===== src/rtl/hood_mode_fsm_pkg.sv =====
// Shared hood definitions: front-panel mode codes, controller state set and
// small helpers used by the mode FSM, the display and the timer blocks.
package hood_mode_fsm_pkg;

  // Codes shown on mode_state; the display decodes exactly these values.
  localparam logic [2:0] MODE_OFF   = 3'b000;
  localparam logic [2:0] MODE_L1    = 3'b001;
  localparam logic [2:0] MODE_L2    = 3'b010;
  localparam logic [2:0] MODE_L3    = 3'b011;
  localparam logic [2:0] MODE_CLEAN = 3'b100;

  // Controller states. DRAIN runs the fan at level 2 after a cut-short level 3.
  typedef enum logic [2:0] {
    ST_OFF,
    ST_STANDBY,
    ST_L1,
    ST_L2,
    ST_L3,
    ST_DRAIN,
    ST_CLEAN
  } hood_state_e;

  // Panel code for a controller state; standby shows the same code as off.
  function automatic logic [2:0] mode_of(hood_state_e s);
    logic [2:0] m;
    case (s)
      ST_L1:             m = MODE_L1;
      ST_L2, ST_DRAIN:   m = MODE_L2;
      ST_L3:             m = MODE_L3;
      ST_CLEAN:          m = MODE_CLEAN;
      default:           m = MODE_OFF;
    endcase
    return m;
  endfunction

  // States that run against the seconds countdown.
  function automatic logic is_timed(hood_state_e s);
    return (s == ST_L3) || (s == ST_DRAIN) || (s == ST_CLEAN);
  endfunction

endpackage


===== src/rtl/hood_mode_fsm_sec_tick_gen.sv =====
// One-second tick generator: counts 0..TICKS_PER_SEC-1 and flags the last
// count. clr holds the count at 0 so every timed state starts a fresh second.
module sec_tick_gen #(
  parameter int TICKS_PER_SEC = 100_000_000
) (
  input  logic clk,
  input  logic reset,
  input  logic clr,
  output logic tick
);

  localparam int            CW   = (TICKS_PER_SEC > 1) ? $clog2(TICKS_PER_SEC) : 1;
  localparam logic [CW-1:0] LAST = CW'(TICKS_PER_SEC - 1);

  logic [CW-1:0] cnt_q;
  logic [CW-1:0] cnt_d;

  // Next count: wrap after the last cycle of a second, or hold at 0 on clr.
  always_comb begin
    cnt_d = cnt_q + 1'b1;
    if (clr || (cnt_q == LAST)) begin
      cnt_d = '0;
    end
  end

  // Count register.
  always_ff @(posedge clk) begin
    if (reset) begin
      cnt_q <= '0;
    end else begin
      cnt_q <= cnt_d;
    end
  end

  assign tick = (cnt_q == LAST);

endmodule


===== src/rtl/hood_mode_fsm.sv =====
// Cooker-hood mode controller: power/standby handling, menu-armed mode
// selection, level 3 with its once-per-session lockout, post-level-3 drain
// and timed self-clean. All outputs come straight from flops.
module hood_mode_fsm
  import hood_mode_fsm_pkg::*;
#(
  parameter int TICKS_PER_SEC = 100_000_000,
  parameter int MODE3_SECS    = 60,
  parameter int CLEAN_SECS    = 180,
  parameter int DRAIN_SECS    = 60
) (
  input  logic        clk,
  input  logic        reset,
  input  logic        machine_on,
  input  logic        menu_pulse,
  input  logic        mode1_pulse,
  input  logic        mode2_pulse,
  input  logic        mode3_pulse,
  input  logic        clean_pulse,
  output logic [2:0]  mode_state,
  output logic [7:0]  countdown_sec,
  output logic        menu_armed,
  output logic        mode3_used,
  output logic        clean_done,
  output hood_state_e state_dbg
);

  // The countdown is 8 bits wide and must start at least at 1 second.
  if ((MODE3_SECS < 1) || (MODE3_SECS > 255)) begin : g_bad_mode3_secs
    $error("hood_mode_fsm: MODE3_SECS must be in 1..255");
  end
  if ((CLEAN_SECS < 1) || (CLEAN_SECS > 255)) begin : g_bad_clean_secs
    $error("hood_mode_fsm: CLEAN_SECS must be in 1..255");
  end
  if ((DRAIN_SECS < 1) || (DRAIN_SECS > 255)) begin : g_bad_drain_secs
    $error("hood_mode_fsm: DRAIN_SECS must be in 1..255");
  end

  localparam logic [7:0] MODE3_N = 8'(MODE3_SECS);
  localparam logic [7:0] CLEAN_N = 8'(CLEAN_SECS);
  localparam logic [7:0] DRAIN_N = 8'(DRAIN_SECS);

  hood_state_e state_q, state_d;
  logic [2:0]  mode_q;
  logic [7:0]  cd_q, cd_d;
  logic        armed_q, armed_d;
  logic        used_q, used_d;
  logic        done_q, done_d;
  logic        tick;
  logic        tick_clr;
  logic        expired;

  // The timed state ends on the tick that would take the countdown to 0.
  assign expired = tick && (cd_q == 8'd1);

  // Restart the second whenever the state changes, and park it outside
  // the timed states, so each dwell is exactly N whole seconds.
  assign tick_clr = (state_d != state_q) || !is_timed(state_d);

  sec_tick_gen #(
    .TICKS_PER_SEC (TICKS_PER_SEC)
  ) u_sec_tick_gen (
    .clk   (clk),
    .reset (reset),
    .clr   (tick_clr),
    .tick  (tick)
  );

  // Next state and next output values. Power loss wins over every pulse;
  // among pulses the order is menu > mode3 > mode2 > mode1 > clean, and a
  // locked-out mode3 counts as no pulse at all.
  always_comb begin
    state_d = state_q;
    armed_d = armed_q;
    used_d  = used_q;
    cd_d    = cd_q;
    done_d  = 1'b0;
    if (!machine_on) begin
      state_d = ST_OFF;
      armed_d = 1'b0;
      used_d  = 1'b0;
      cd_d    = 8'd0;
    end else begin
      case (state_q)
        ST_OFF: begin
          state_d = ST_STANDBY;
        end
        ST_STANDBY: begin
          if (!armed_q) begin
            if (menu_pulse) armed_d = 1'b1;
          end else if (menu_pulse) begin
            armed_d = 1'b0;
          end else if (mode3_pulse && !used_q) begin
            state_d = ST_L3;
            cd_d    = MODE3_N;
            used_d  = 1'b1;
            armed_d = 1'b0;
          end else if (mode2_pulse) begin
            state_d = ST_L2;
            armed_d = 1'b0;
          end else if (mode1_pulse) begin
            state_d = ST_L1;
            armed_d = 1'b0;
          end else if (clean_pulse) begin
            state_d = ST_CLEAN;
            cd_d    = CLEAN_N;
            armed_d = 1'b0;
          end
        end
        ST_L1, ST_L2: begin
          if (menu_pulse)       state_d = ST_STANDBY;
          else if (mode2_pulse) state_d = ST_L2;
          else if (mode1_pulse) state_d = ST_L1;
        end
        ST_L3: begin
          // Expiry beats a menu press arriving on the same edge.
          if (expired) begin
            state_d = ST_STANDBY;
            cd_d    = 8'd0;
          end else if (menu_pulse) begin
            state_d = ST_DRAIN;
            cd_d    = DRAIN_N;
          end else if (tick) begin
            cd_d = cd_q - 8'd1;
          end
        end
        ST_DRAIN, ST_CLEAN: begin
          if (expired) begin
            state_d = ST_STANDBY;
            cd_d    = 8'd0;
            done_d  = (state_q == ST_CLEAN);
          end else if (tick) begin
            cd_d = cd_q - 8'd1;
          end
        end
        default: begin
          state_d = ST_OFF;
          armed_d = 1'b0;
          used_d  = 1'b0;
          cd_d    = 8'd0;
        end
      endcase
    end
  end

  // State and registered outputs.
  always_ff @(posedge clk) begin
    if (reset) begin
      state_q <= ST_OFF;
      mode_q  <= MODE_OFF;
      cd_q    <= 8'd0;
      armed_q <= 1'b0;
      used_q  <= 1'b0;
      done_q  <= 1'b0;
    end else begin
      state_q <= state_d;
      mode_q  <= mode_of(state_d);
      cd_q    <= cd_d;
      armed_q <= armed_d;
      used_q  <= used_d;
      done_q  <= done_d;
    end
  end

  assign mode_state    = mode_q;
  assign countdown_sec = cd_q;
  assign menu_armed    = armed_q;
  assign mode3_used    = used_q;
  assign clean_done    = done_q;
  assign state_dbg     = state_q;

endmodule


===== config.mk =====
export PLATFORM = sky130hd
export DESIGN_NAME = hood_mode_fsm
export DESIGN_NICKNAME = d
export VERILOG_FILES = /design/src/rtl/hood_mode_fsm_pkg.sv /design/src/rtl/hood_mode_fsm_sec_tick_gen.sv /design/src/rtl/hood_mode_fsm.sv
export SDC_FILE = /design/constraint.sdc
export NUM_CORES = 1
export LEC_CHECK = 0
export CORE_MARGIN = 2
export CORE_UTILIZATION = 55
export DETAILED_ROUTE_END_ITERATION = 10
export PLACE_DENSITY_LB_ADDON = 0.3
export SLEW_MARGIN = 40
export SYNTH_ARGS = -nofsm -noshare
export SYNTH_HDL_FRONTEND = slang
export SYNTH_SLANG_ARGS = --single-unit

===== constraint.sdc =====
create_clock -name clk -period 4.9 [get_ports clk]
set_input_delay 0.98 -clock clk [delete_from_list [all_inputs] [get_ports clk]]
set_output_delay 0.98 -clock clk [all_outputs]
set_load 0.005 [all_outputs]

Word level (Yosys, flattened, before mapping)
Index checks and enable logic that the tools add are counted.
- register bits: 44
- bits in latches: 0
- bits in writable memories: 0
- bits in read-only memories: 0
- input bits: 8
- output and inout port bits: 17
- logic and storage cells: 91
- memories: 0
- add/subtract/negate cells: 2
- multipliers: 0
- div/mod/pow operators: 0
- magnitude comparators: 0
- equality and inequality tests: 20
- shift operators: 0
- mux-type cells: 38
- bitwise gates (word level): 5
- reductions and logical operators: 19
- operators with widths (cell ; number):
    $mux W8 ; 10
    $mux W3 ; 13
    $pmux W8 S4 ; 1
    $add A27 B1 Y27 const B ; 1
    $eq A27 B27 Y1 const B ; 1
    $eq A3 B3 Y1 const B ; 6
    $pmux W3 S5 ; 1
    $eq A3 B2 Y1 const B ; 4
    $pmux W3 S4 ; 1
    $mux W1 ; 10
    $reduce_or A2 Y1 ; 5
    $ne A3 B3 Y1 const B ; 3
    $eq A8 B1 Y1 const B ; 1
    $sub A8 B1 Y8 const B ; 1
    $ne A2 B2 Y1 const B ; 3
    $reduce_and A6 Y1 ; 1
    $reduce_or A6 Y1 ; 1
    $not A1 Y1 ; 5
    $logic_or A1 B1 Y1 ; 4
    $pmux W1 S2 ; 2
    $reduce_and A4 Y1 ; 1
    $reduce_or A4 Y1 ; 1
    $eq A3 B1 Y1 const B ; 1
    $logic_not A3 Y1 ; 1
    other kinds (4) ; 6

Depth between registers and ports, before layout
- word-level depth: 15
- depth in mapped cells: 8
- gate-level depth less buffers: 7

Hierarchy
A second synthesis with hierarchy kept.
- cells, all modules: 291
- area total of the unflattened synthesis: 2363.5 um^2
- by module, submodules not included (module ; times used ; cells each ; area each (um^2) ; seq. area each (um^2)):
    sec_tick_gen ; 1 ; 148 ; 1282.5 ; 540.5
    hood_mode_fsm ; 1 ; 143 ; 1081.0 ; 340.3

Worst setup path after synthesis
Ideal clock, no wire load.
- path type: input -> register
- start: input mode3_pulse
- end: register mode_q[0], in the netlist mode_state[0]
- setup time: 0.080 ns
- data arrival time: 2.365 ns
- required time: 4.820 ns
- slack: 2.455 ns
- stages: 6
- path buffers: 1
- path through: nand2b_1 > clkbuf_1 > a31oi_1 > a2111oi_0 > nand2_1 > a211oi_2
- word-level cells in the longest chain between the ends: 9
- elaborated cells on any way between the ends: 13
- those cells by class: eq/ne (5); mux (6); reduce/logical (2)
- ends and longest elaborated chain (item ; RTL line ; text):
    from (decl) ; hood_mode_fsm.sv:18 ; input logic mode3_pulse,
    $logic_and A1 B1 Y1 (*) ; hood_mode_fsm.sv:93 ; end else if (mode3_pulse && !used_q) begin
    $mux W3 (*) ; hood_mode_fsm.sv:93 ;
    $mux W3 (*) ; hood_mode_fsm.sv:91 ; end else if (menu_pulse) begin
    $mux W3 (*) ; hood_mode_fsm.sv:89 ; if (!armed_q) begin
    $pmux W3 S5 (*) ; hood_mode_fsm.sv:84 ; case (state_q)
    $mux W3 (*) ; hood_mode_fsm.sv:78 ; if (!machine_on) begin
    $eq A3 B3 Y1 / $eq A3 B2 Y1 (equally long branches) ; hood_mode_fsm_pkg.sv:26 ; case (s)
    $reduce_or A2 Y1 ; hood_mode_fsm_pkg.sv:26 ;
    $pmux W3 S4 (*) ; hood_mode_fsm_pkg.sv:26 ;
    to (signal assigned) ; hood_mode_fsm.sv:157 ; mode_q <= mode_of(state_d);
    to (decl) ; hood_mode_fsm.sv:44 ; logic [2:0] mode_q;
Mark *: on every way between the ends. The rest lies on a longest branch, timed or not.
A chain may end at the register's enable or synchronous reset.

Worst setup path after layout
- start: input clean_pulse
- end: register cd_q[7], in the netlist countdown_sec[7]
- word-level cells in the longest chain between the ends: 2
- ends and longest elaborated chain (item ; RTL line ; text):
    from (decl) ; hood_mode_fsm.sv:19 ; input logic clean_pulse,
    $ne A3 B3 Y1 (no line) ; -- ;
    $reduce_and A6 Y1 (no line) ; -- ;
    to (signal assigned) ; hood_mode_fsm.sv:151 ; cd_q <= 8'd0;
    to (signal assigned) ; hood_mode_fsm.sv:158 ; cd_q <= cd_d;
    to (decl) ; hood_mode_fsm.sv:45 ; logic [7:0] cd_q, cd_d;
No other way between the ends.

==> results.toml <==
[outcome]
outcome = "finished clean"

[logic_synthesis]
synthCells = 279
synthXorXnorAreaFrac_pct = 11.33
synth_edf_count = 0
synth-simple-area-share_pct = 31.23
synth_cell_type_count = 55
synth_top_family_by_area = "simple AND/OR/NAND/NOR gates"
yosys.area.top_type = "dfxtp_1"
synth_top_area_share_pct = 37.97
ys_ff_latch = 44
yosys_warnings = 0
ys_dominant_reg_cell = "dfxtp_1"
syn_area_um2 = 2320
synthAdderAreaFrac_pct = 1.618
synth.mux.area_fraction_pct = 0.4315
syn_avg_cell_area_um2 = 8.314
synth-seq-area-share_pct = 37.97
postSynth.asyncResetShare_pct = 0
synthTopCellsByArea = "dfxtp_1 38%, nor2_1 8.9%, xnor2_1 6.4%, xor2_1 4.9%, nand3_1 3.5%"
syn_nets = 290
synth_compound_area_share_pct = 13.43

[sta]
setup_viol = 0
rsz0062_at_grt = "false"
fin_crit_sh_pct = 56.36
finalClockSkew_ps = 9.028
slew-limit-headroom_pct = 48.96
max_freq_mhz = 362.1
tns_ps = 0
holdWs_ps = 472.6
finalWorstSetupSlack_ps = 2138
period_needed_ps = 2762
slew_viol_final = 0
finalHoldViolations = 0
worstMarginPinSlew_ps = 763.6

[cells_and_area]
antennaDiodeCount = 0
final_net_count = 313
layout_common_cells = "55 x nor2_1, 44 x dfxtp_1, 24 x clkdlybuf4s50_1"
fin_cells = 353
layout-drive-gt1-share_pct = 8.581
area_growth_pct = 14.62
fillers = 350
layout.cells.most_common = "nor2_1"

[place]
place_inst = 345
port_buffers = 24
gp_congestion = 0.8999
dp_slack_ps = 1861
dp_hpwl_mm = 3.432

[route]
routedWlPerCell_um = 13.57
viasPerCell = 5.799
drtIter0Drc = 163
wl_mm = 4.791
vias = 2047
first_pass_iters = 4
drc = 0
ant_nets = 0

[floorplan]
rows = 23
ios = 25
coreArea_um2 = 4029
initial_core_util_pct = 57.58
fp.dieH_um = 68.95
fp.dieW_um = 68.95
die_area_um2 = 4753

[power]
ir_drop_v = 0.0002023
p_leak_nw = 0.7824
totalPowerFinal_mw = 0.6207
p_per_area_nw_per_um2 = 233.4

[cts]
postCtsSetupBuffers = 0
clkLatencyLatePin_ps = 300
clkSlewWorstSetupHoldPaths_ps = 80
cts.path.max_buffers = 2
numCtsBuffers = 5
cts_root_buffer = "clkbuf_8"
htree_levels = 2
cts_sinks = 44
cts_tree = "done"
hold_buffers = 0
post_cts_resized = 0

[global_routing]
antenna_found_initial = 0
grt.busiest_layer = "met2"
grt_pass1_wl_mm = 8.086
met1_usage_pct = 33.00
grt_use_met3_pct = 3.896
grt_usage_pct = 22.64
grt_pass1_vias = 1744
grt_start_max_net_pins = 28
overflow = 0
use_met2_pct = 33.17

[worst_setup_path]
reg2reg_slack_ps = 2490
reg2reg_depth = 7
worstSetupStartpointType = "primary input"
crit_arrival_ps = 2940
required_ps = 5080
end_kind = "register"
worstSetupStartpoint = "clean_pulse"
worst-setup-path-type = "primary input to register"
path_max_fanout = 3
reg2reg_from = "u_sec_tick_gen.cnt_q[0]"
r2r-end = "countdown_sec[6]"
crit_end = "countdown_sec[7]"

[run]
cap_viol_max_count = 0

[hold_path]
worstHoldPathType = "register to register"
state kept, by name, indices dropped and copies added, names as in the netlist:
signal,count
clean_done,1
countdown_sec,8
menu_armed,1
mode3_used,1
mode_state,3
state_dbg,3
u_sec_tick_gen.cnt_q,27
where the power goes:
group	total, mW	switching (mW)	internal [mW]
Sequential	0.362	0.00374	0.358
Combinational	0.0259	0.0133	0.0127
Clock	0.233	0.120	0.113
Total	0.621	0.137	0.483
kinds of logic after synthesis:
family,Yosys count
muxes,1
adders and majority gates,3
and+or+nand+nor,142
DFF,44
xor gates and xnor gates,30
buffers and inverters,15
AOI/OAI and AO/OA,44
critical path, cell delays in order:
cell             delay, ps
clkdlybuf4s50_1        490
or3b_2                 470
a211oi_1               410
or2_2                  230
nor2_1                  60
a32oi_1                210
o31ai_2                 90
layer usage:
metal  share of wire, %  routed length (µm)
met1                 50                2381
met2                 44                2122
met3                4.5                 216
met4                1.5                  72
met5                  0                   0
per-stage QoR:
step           utilization [%]  instance area [µm²]
2_1_floorplan                -                 2320
3_3_place_gp             63.45                 2556
3_5_place_dp             63.70                 2566
4_1_cts                  65.99                 2659
5_1_grt                  65.99                 2659
6_report                 65.99                 2659
cell usage after synthesis (5+ instances only):
| cell type | number |
|---|---|
| nand3_1 | 16 |
| nand2_1 | 21 |
| xor2_1 | 13 |
| dfxtp_1 | 44 |
| nand4_1 | 6 |
| xnor2_1 | 17 |
| a21oi_1 | 10 |
| inv_1 | 7 |
| nor2_1 | 55 |
| nand2b_1 | 7 |
| o21ai_0 | 7 |
| nor3_1 | 5 |
worst min-delay path by stage:
stage | end | cells after the start | slack, ps | start
finish | u_sec_tick_gen.cnt_q[0] | 1 | 470 | u_sec_tick_gen.cnt_q[0]
global route | u_sec_tick_gen.cnt_q[0] | 1 | 490 | u_sec_tick_gen.cnt_q[0]
CTS | u_sec_tick_gen.cnt_q[0] | 1 | 470 | u_sec_tick_gen.cnt_q[0]
detailed placement | u_sec_tick_gen.cnt_q[0] | 1 | 450 | u_sec_tick_gen.cnt_q[0]
global placement | u_sec_tick_gen.cnt_q[0] | 1 | 440 | u_sec_tick_gen.cnt_q[0]
floorplan | u_sec_tick_gen.cnt_q[0] | 1 | 430 | u_sec_tick_gen.cnt_q[0]
cell type report:
| class | count | area (µm²) | area share, % |
|---|---|---|---|
| inverter | 7 | 26.28 | 0.9882 |
| sequential | 44 | 880.8 | 33.13 |
| multi-input combinational | 220 | 1356 | 51.01 |
| timing repair buffer | 24 | 240.2 | 9.035 |
| clock buffer | 6 | 82.58 | 3.106 |
| clock inverter | 2 | 10.01 | 0.3765 |
| tap | 50 | 62.56 | 2.353 |
Note: power is estimated with default switching activity, not from simulation.
